`config.mk`:
```
export PLATFORM = sky130hd
export DESIGN_NAME = game_round_ctrl
export DESIGN_NICKNAME = d
export VERILOG_FILES = /design/src/rtl/game_round_ctrl.sv
export SDC_FILE = /design/constraint.sdc
export NUM_CORES = 1
export LEC_CHECK = 0
export CAP_MARGIN = 20
export CELL_PAD_IN_SITES_DETAIL_PLACEMENT = 1
export CELL_PAD_IN_SITES_GLOBAL_PLACEMENT = 2
export CORE_ASPECT_RATIO = 1.1
export CORE_MARGIN = 2
export CORE_UTILIZATION = 37
export DETAILED_ROUTE_END_ITERATION = 8
export HOLD_SLACK_MARGIN = 0.05
export PLACE_DENSITY = 0.8
export SLEW_MARGIN = 20
export SYNTH_ARGS = -nofsm -noshare
export SYNTH_HDL_FRONTEND = slang
export SYNTH_SLANG_ARGS = --single-unit
```
`constraint.sdc`:
```
create_clock -name clk -period 3.1 [get_ports clk]
set_input_delay 0.31 -clock clk [delete_from_list [all_inputs] [get_ports clk]]
set_output_delay 0.31 -clock clk [all_outputs]
set_load 0.005 [all_outputs]
```
`src/rtl/game_round_ctrl.sv`:
```
// Memory-game round sequencer: per round it clears the core, builds an 8-note LFSR pattern, loads and starts it.
// It then counts wins or detects inactivity. Strobes are registered, so each appears one cycle after the state decision.
module game_round_ctrl #(
    parameter int unsigned ROUNDS         = 3,
    parameter logic [23:0] TIMEOUT_CYCLES = 24'd12_000_000,
    parameter logic [15:0] LFSR_SEED      = 16'hACE1
) (
    input  logic        clk,
    input  logic        reset_n,
    input  logic        start_req,
    input  logic        abort_req,
    input  logic        keypad_strobe,
    input  logic        game_end,
    output logic        core_reset,
    output logic [31:0] pattern_out,
    output logic        write_enable,
    output logic        game_start,
    output logic [3:0]  round_count,
    output logic        busy,
    output logic        done,
    output logic        timeout
);

    typedef enum logic [2:0] {
        S_IDLE, S_CLEAR, S_GEN, S_LOAD, S_START, S_PLAY, S_FINISH, S_TIMEOUT
    } state_t;

    state_t      r_state, w_state_nxt;
    logic [15:0] r_lfsr;
    logic        r_start_d, r_gend_d;
    logic [2:0]  r_gen_idx, w_gen_idx_nxt;
    logic [23:0] r_tmo_cnt, w_tmo_nxt;
    logic [31:0] r_pattern, w_pattern_nxt;
    logic [3:0]  r_round_cnt, w_round_nxt;
    logic        r_core_reset, r_write_en, r_game_start, r_busy, r_done, r_timeout;

    logic        w_start_edge, w_gend_edge, w_active, w_abort;
    logic [15:0] w_lfsr_1, w_lfsr_nxt;
    logic [4:0]  w_rc_plus1;
    logic [3:0]  w_rc_inc;

    function automatic logic [15:0] lfsr_step(input logic [15:0] v);
        return {1'b0, v[15:1]} ^ (v[0] ? 16'hB400 : 16'h0000);
    endfunction

    assign w_lfsr_1     = lfsr_step(r_lfsr);
    assign w_lfsr_nxt   = keypad_strobe ? lfsr_step(w_lfsr_1) : w_lfsr_1;
    assign w_start_edge = start_req & ~r_start_d;
    assign w_gend_edge  = game_end & ~r_gend_d;
    assign w_active     = (r_state == S_CLEAR) || (r_state == S_GEN) || (r_state == S_LOAD) ||
                          (r_state == S_START) || (r_state == S_PLAY);
    assign w_abort      = abort_req & w_active;
    assign w_rc_plus1   = {1'b0, r_round_cnt} + 5'd1;
    assign w_rc_inc     = (r_round_cnt == 4'd15) ? 4'd15 : w_rc_plus1[3:0];

    always_comb begin
        w_state_nxt   = r_state;
        w_gen_idx_nxt = r_gen_idx;
        w_tmo_nxt     = r_tmo_cnt;
        w_pattern_nxt = r_pattern;
        w_round_nxt   = r_round_cnt;
        if (w_abort) begin
            w_state_nxt = S_IDLE;
        end else begin
            case (r_state)
                S_IDLE, S_FINISH, S_TIMEOUT: begin
                    if (w_start_edge) begin
                        w_state_nxt = S_CLEAR;
                        w_round_nxt = 4'd0;
                    end
                end
                S_CLEAR: begin
                    w_gen_idx_nxt = 3'd0;
                    w_state_nxt   = S_GEN;
                end
                S_GEN: begin
                    w_pattern_nxt[{r_gen_idx, 2'b00} +: 4] = {1'b0, r_lfsr[2:0]} + 4'd1;
                    w_gen_idx_nxt = r_gen_idx + 3'd1;
                    if (r_gen_idx == 3'd7) w_state_nxt = S_LOAD;
                end
                S_LOAD:  w_state_nxt = S_START;
                S_START: begin
                    w_tmo_nxt   = 24'd0;
                    w_state_nxt = S_PLAY;
                end
                S_PLAY: begin
                    w_tmo_nxt = keypad_strobe ? 24'd0 : r_tmo_cnt + 24'd1;
                    // A win on the expiry cycle takes precedence over the timeout.
                    if (w_gend_edge) begin
                        w_round_nxt = w_rc_inc;
                        w_state_nxt = (w_rc_plus1 == 5'(ROUNDS)) ? S_FINISH : S_CLEAR;
                    end else if (!keypad_strobe && (r_tmo_cnt == TIMEOUT_CYCLES - 24'd1)) begin
                        w_state_nxt = S_TIMEOUT;
                    end
                end
                default: w_state_nxt = S_IDLE;
            endcase
        end
    end

    always_ff @(posedge clk or negedge reset_n) begin
        if (!reset_n) begin
            r_state      <= S_IDLE;
            r_lfsr       <= LFSR_SEED;
            r_start_d    <= 1'b0;
            r_gend_d     <= 1'b0;
            r_gen_idx    <= 3'd0;
            r_tmo_cnt    <= 24'd0;
            r_pattern    <= 32'd0;
            r_round_cnt  <= 4'd0;
            r_core_reset <= 1'b0;
            r_write_en   <= 1'b0;
            r_game_start <= 1'b0;
            r_busy       <= 1'b0;
            r_done       <= 1'b0;
            r_timeout    <= 1'b0;
        end else begin
            r_state      <= w_state_nxt;
            r_lfsr       <= w_lfsr_nxt;
            r_start_d    <= start_req;
            r_gend_d     <= game_end;
            r_gen_idx    <= w_gen_idx_nxt;
            r_tmo_cnt    <= w_tmo_nxt;
            r_pattern    <= w_pattern_nxt;
            r_round_cnt  <= w_round_nxt;
            // Abort lands in IDLE but still owes the core one reset pulse.
            r_core_reset <= (w_state_nxt == S_CLEAR) || w_abort;
            r_write_en   <= (w_state_nxt == S_LOAD);
            r_game_start <= (w_state_nxt == S_START);
            r_busy       <= (w_state_nxt != S_IDLE) && (w_state_nxt != S_FINISH) &&
                            (w_state_nxt != S_TIMEOUT);
            r_done       <= (w_state_nxt == S_FINISH);
            r_timeout    <= (w_state_nxt == S_TIMEOUT);
        end
    end

    assign core_reset   = r_core_reset;
    assign pattern_out  = r_pattern;
    assign write_enable = r_write_en;
    assign game_start   = r_game_start;
    assign round_count  = r_round_cnt;
    assign busy         = r_busy;
    assign done         = r_done;
    assign timeout      = r_timeout;

endmodule

```
==> impl_metrics.py <==
metrics = {
    "clock_tree": {
        "cts_sinks": 90,
        "cts_made_buffers": 9,
        "cts_tree": "done",
        "max-clock-path-buffers": 2,
        "clock_latency_ps": 330,
        "h-tree-depth": 3,
        "clk_pin_slew_ps": 60,
        "cts_root_buffer": "clkbuf_16",
        "cts_resized": 0,
    },
    "layout": {
        "final_nets": 477,
        "stdcell_count": 614,
        "area_growth_pct": 21.2,
        "layout_common_cells": "dfrtp_1 (82), clkdlybuf4s50_1 (46), nand2_1 (35)",
        "antenna_cells": 0,
        "utilization": 0.464,
        "layout_commonest_cell": "dfrtp_1",
        "drive_above_1_share": 0.157,
    },
    "logic_synthesis": {
        "ys_warn_count": 0,
        "seq_area_frac_synth": 0.510,
        "synth_area_leaders": "dfrtp_1 (46%), mux2_2 (8.6%), dfstp_2 (4.7%), ha_1 (3.4%), nand2_1 (3.0%)",
        "synth_top_cell_by_area": "dfrtp_1",
        "syn_avg_cell_area_um2": 10.8,
        "synth-edff-count": 0,
        "ys_types": 58,
        "netlist.area_leader.share": 0.463,
        "synth_ff_type": "dfrtp_1",
        "syn_nets": 428,
        "yosys_register_bits": 90,
        "syn_inst": 410,
        "async_flop_share": 1.00,
        "netlist_area_um2": 4440,
    },
    "global_route": {
        "antenna_found_initial": 0,
        "grt_max_degree": 42,
        "grt_overflow": 0,
        "grt_pass1_vias": 3402,
        "track_usage": 0.165,
        "grt_pass1_wl_um": 17100,
    },
    "timing": {
        "timing.hold.ws_ps": 451,
        "setup_viol": 0,
        "final_hold_viol_count": 0,
        "slew_viol_final": 0,
        "timing.final.crit_share": 0.816,
        "fmax_ghz": 0.395,
        "rsz0062_at_grt": "false",
        "min_period_ps": 2530,
        "worstMarginPinSlew_ps": 652,
        "relSlewSlack": 0.565,
        "fin_tns_setup_ps": 0,
        "finalClockSkew_ps": 7.24,
    },
    "setup_path": {
        "path_class": "flop to flop",
        "endpoint_kind": "flop",
        "cp_data_required_time_ps": 3330,
        "cp-start-kind": "flop",
        "worstPathArrival_ps": 2760,
        "path_max_fanout": 14,
    },
    "detailed_routing": {
        "drt-total-wl_um": 9800,
        "vias_per_cell": 5.29,
        "vias": 3251,
        "antenna_left": 0,
        "drc": 0,
        "first_pass_iters": 4,
        "wl_per_cell_um": 16.0,
        "drt_iter0_drc": 137,
    },
    "floorplanning": {
        "io_pins": 48,
        "core_um2": 11600,
        "num_rows": 41,
        "start_util": 0.383,
        "die_h_um": 119,
        "die_area_um2": 12900,
        "die_w_um": 108,
    },
    "power_and_ir_drop": {
        "p_leak_uw": 0.00238,
        "power_uw": 4300,
        "vdd_drop_max_v": 0.000331,
        "power_density_nw_per_um2": 800,
    },
    "place": {
        "io_buffer_count": 47,
        "dp_hpwl_um": 7120,
        "dp.cells": 597,
        "globalplace.congestion": 0.777,
    },
    "outcome": {
        "outcome": "completed",
    },
    "hold_path": {
        "min-delay-path-class": "input pin to flop",
    },
    "flow_run": {
        "drv_cap": 0,
    },
}
## layout make-up
class / instances / area, um^2
clock buffer: 11 / 233
clock inverter: 5 / 80.1
fill: 1282 / 6220
inverter: 14 / 52.6
multi-input combinational: 292 / 2050
sequential: 90 / 2260
tap: 150 / 188
timing repair buffer: 52 / 508
## registers in the layout (all words and copies together) (netlist names), 3 cells and up
register and flops:
round_count 4, r_gen_idx 3, r_tmo_cnt 24, pattern_out 32, r_lfsr 16, r_state 3
## worst paths after layout
check / slack (ps) / startpoint / endpoint / depth (start not counted)
hold reg to reg: 480 / r_tmo_cnt[7] / r_tmo_cnt[7] / 1
setup / recovery: 570 / r_state[1] / game_start / 8
hold / removal: 450 / game_end / r_gend_d / 1
max in group asynchronous: 1820 / reset_n / r_tmo_cnt[4] / 3
setup reg to reg: 570 / r_state[1] / game_start / 8
min in group asynchronous: 500 / reset_n / pattern_out[18] / 2
## critical path, cell delays in order, from the launching register on
cell and delay [ps]:
dfrtp_1 630, inv_1 190, ha_1 430, o21bai_1 210
a221oi_1 280, a21bo_2 270, nand2_1 130, inv_1 90
and3_1 180
## stage by stage
step,setup slack (ps),instance area (um^2)
6_report,569,5370
5_1_grt,345,5370
3_5_place_dp,529,5050
4_1_cts,589,5370
2_1_floorplan,979,4440
3_3_place_gp,633,5050
## metal layers
metal  wire length [um]  GRT usage  share of wire  vias to the layer above
met5                  0          0              0                        -
met4                145     0.0601          0.015                        0
met3                261     0.0230          0.027                       10
met2               4670      0.263           0.48                       42
met1               4720      0.228           0.48                     1620
li1                   -          -              -                     1579
## cells by family (layout without fill, tap and decap cells)
group	after synthesis	after routing	synth area share
multiplexers	39	39	0.0976
AND/OR/NAND/NOR	151	151	0.189
adder cells (fa/ha/maj)	12	12	0.0338
flip-flops	90	90	0.510
XOR/XNOR	19	19	0.0375
buffers and inverters	28	82	0.0282
AO/OA/AOI/OAI	71	71	0.104
## power breakdown
part	internal, uW	switching (uW)
clock	705	439
sequential	1450	275
combinational	649	776
total	2810	1490
## cell usage after synthesis, drive strengths merged, types with 2 or more instances
| cell | count |
|---|---|
| ha | 12 |
| or2 | 2 |
| o21ai | 24 |
| clkbuf | 9 |
| a221oi | 2 |
| nor2 | 32 |
| buf | 5 |
| nor4b | 4 |
| or4 | 5 |
| nand4 | 9 |
| o31ai | 7 |
| mux2i | 5 |
| a22oi | 2 |
| nor2b | 6 |
| or3 | 2 |
| a22o | 2 |
| o211ai | 6 |
| dfrtp | 82 |
| o21bai | 2 |
| xor2 | 13 |
| a21oi | 15 |
| and2 | 5 |
| and3 | 10 |
| xnor2 | 6 |
| dfstp | 8 |
| and4 | 4 |
| nand2 | 35 |
| inv | 14 |
| nand2b | 4 |
| a21bo | 2 |
| mux2 | 34 |
| nor3 | 7 |
| nand3 | 20 |
## repair_timing
| action | CTS | global route |
|---|---|---|
| endpoints found under the hold margin | 31 | 0 |
| buffers inserted | 0 | 0 |
| hold buffers | 1 | 0 |
Power figures use the tool's default switching activity.
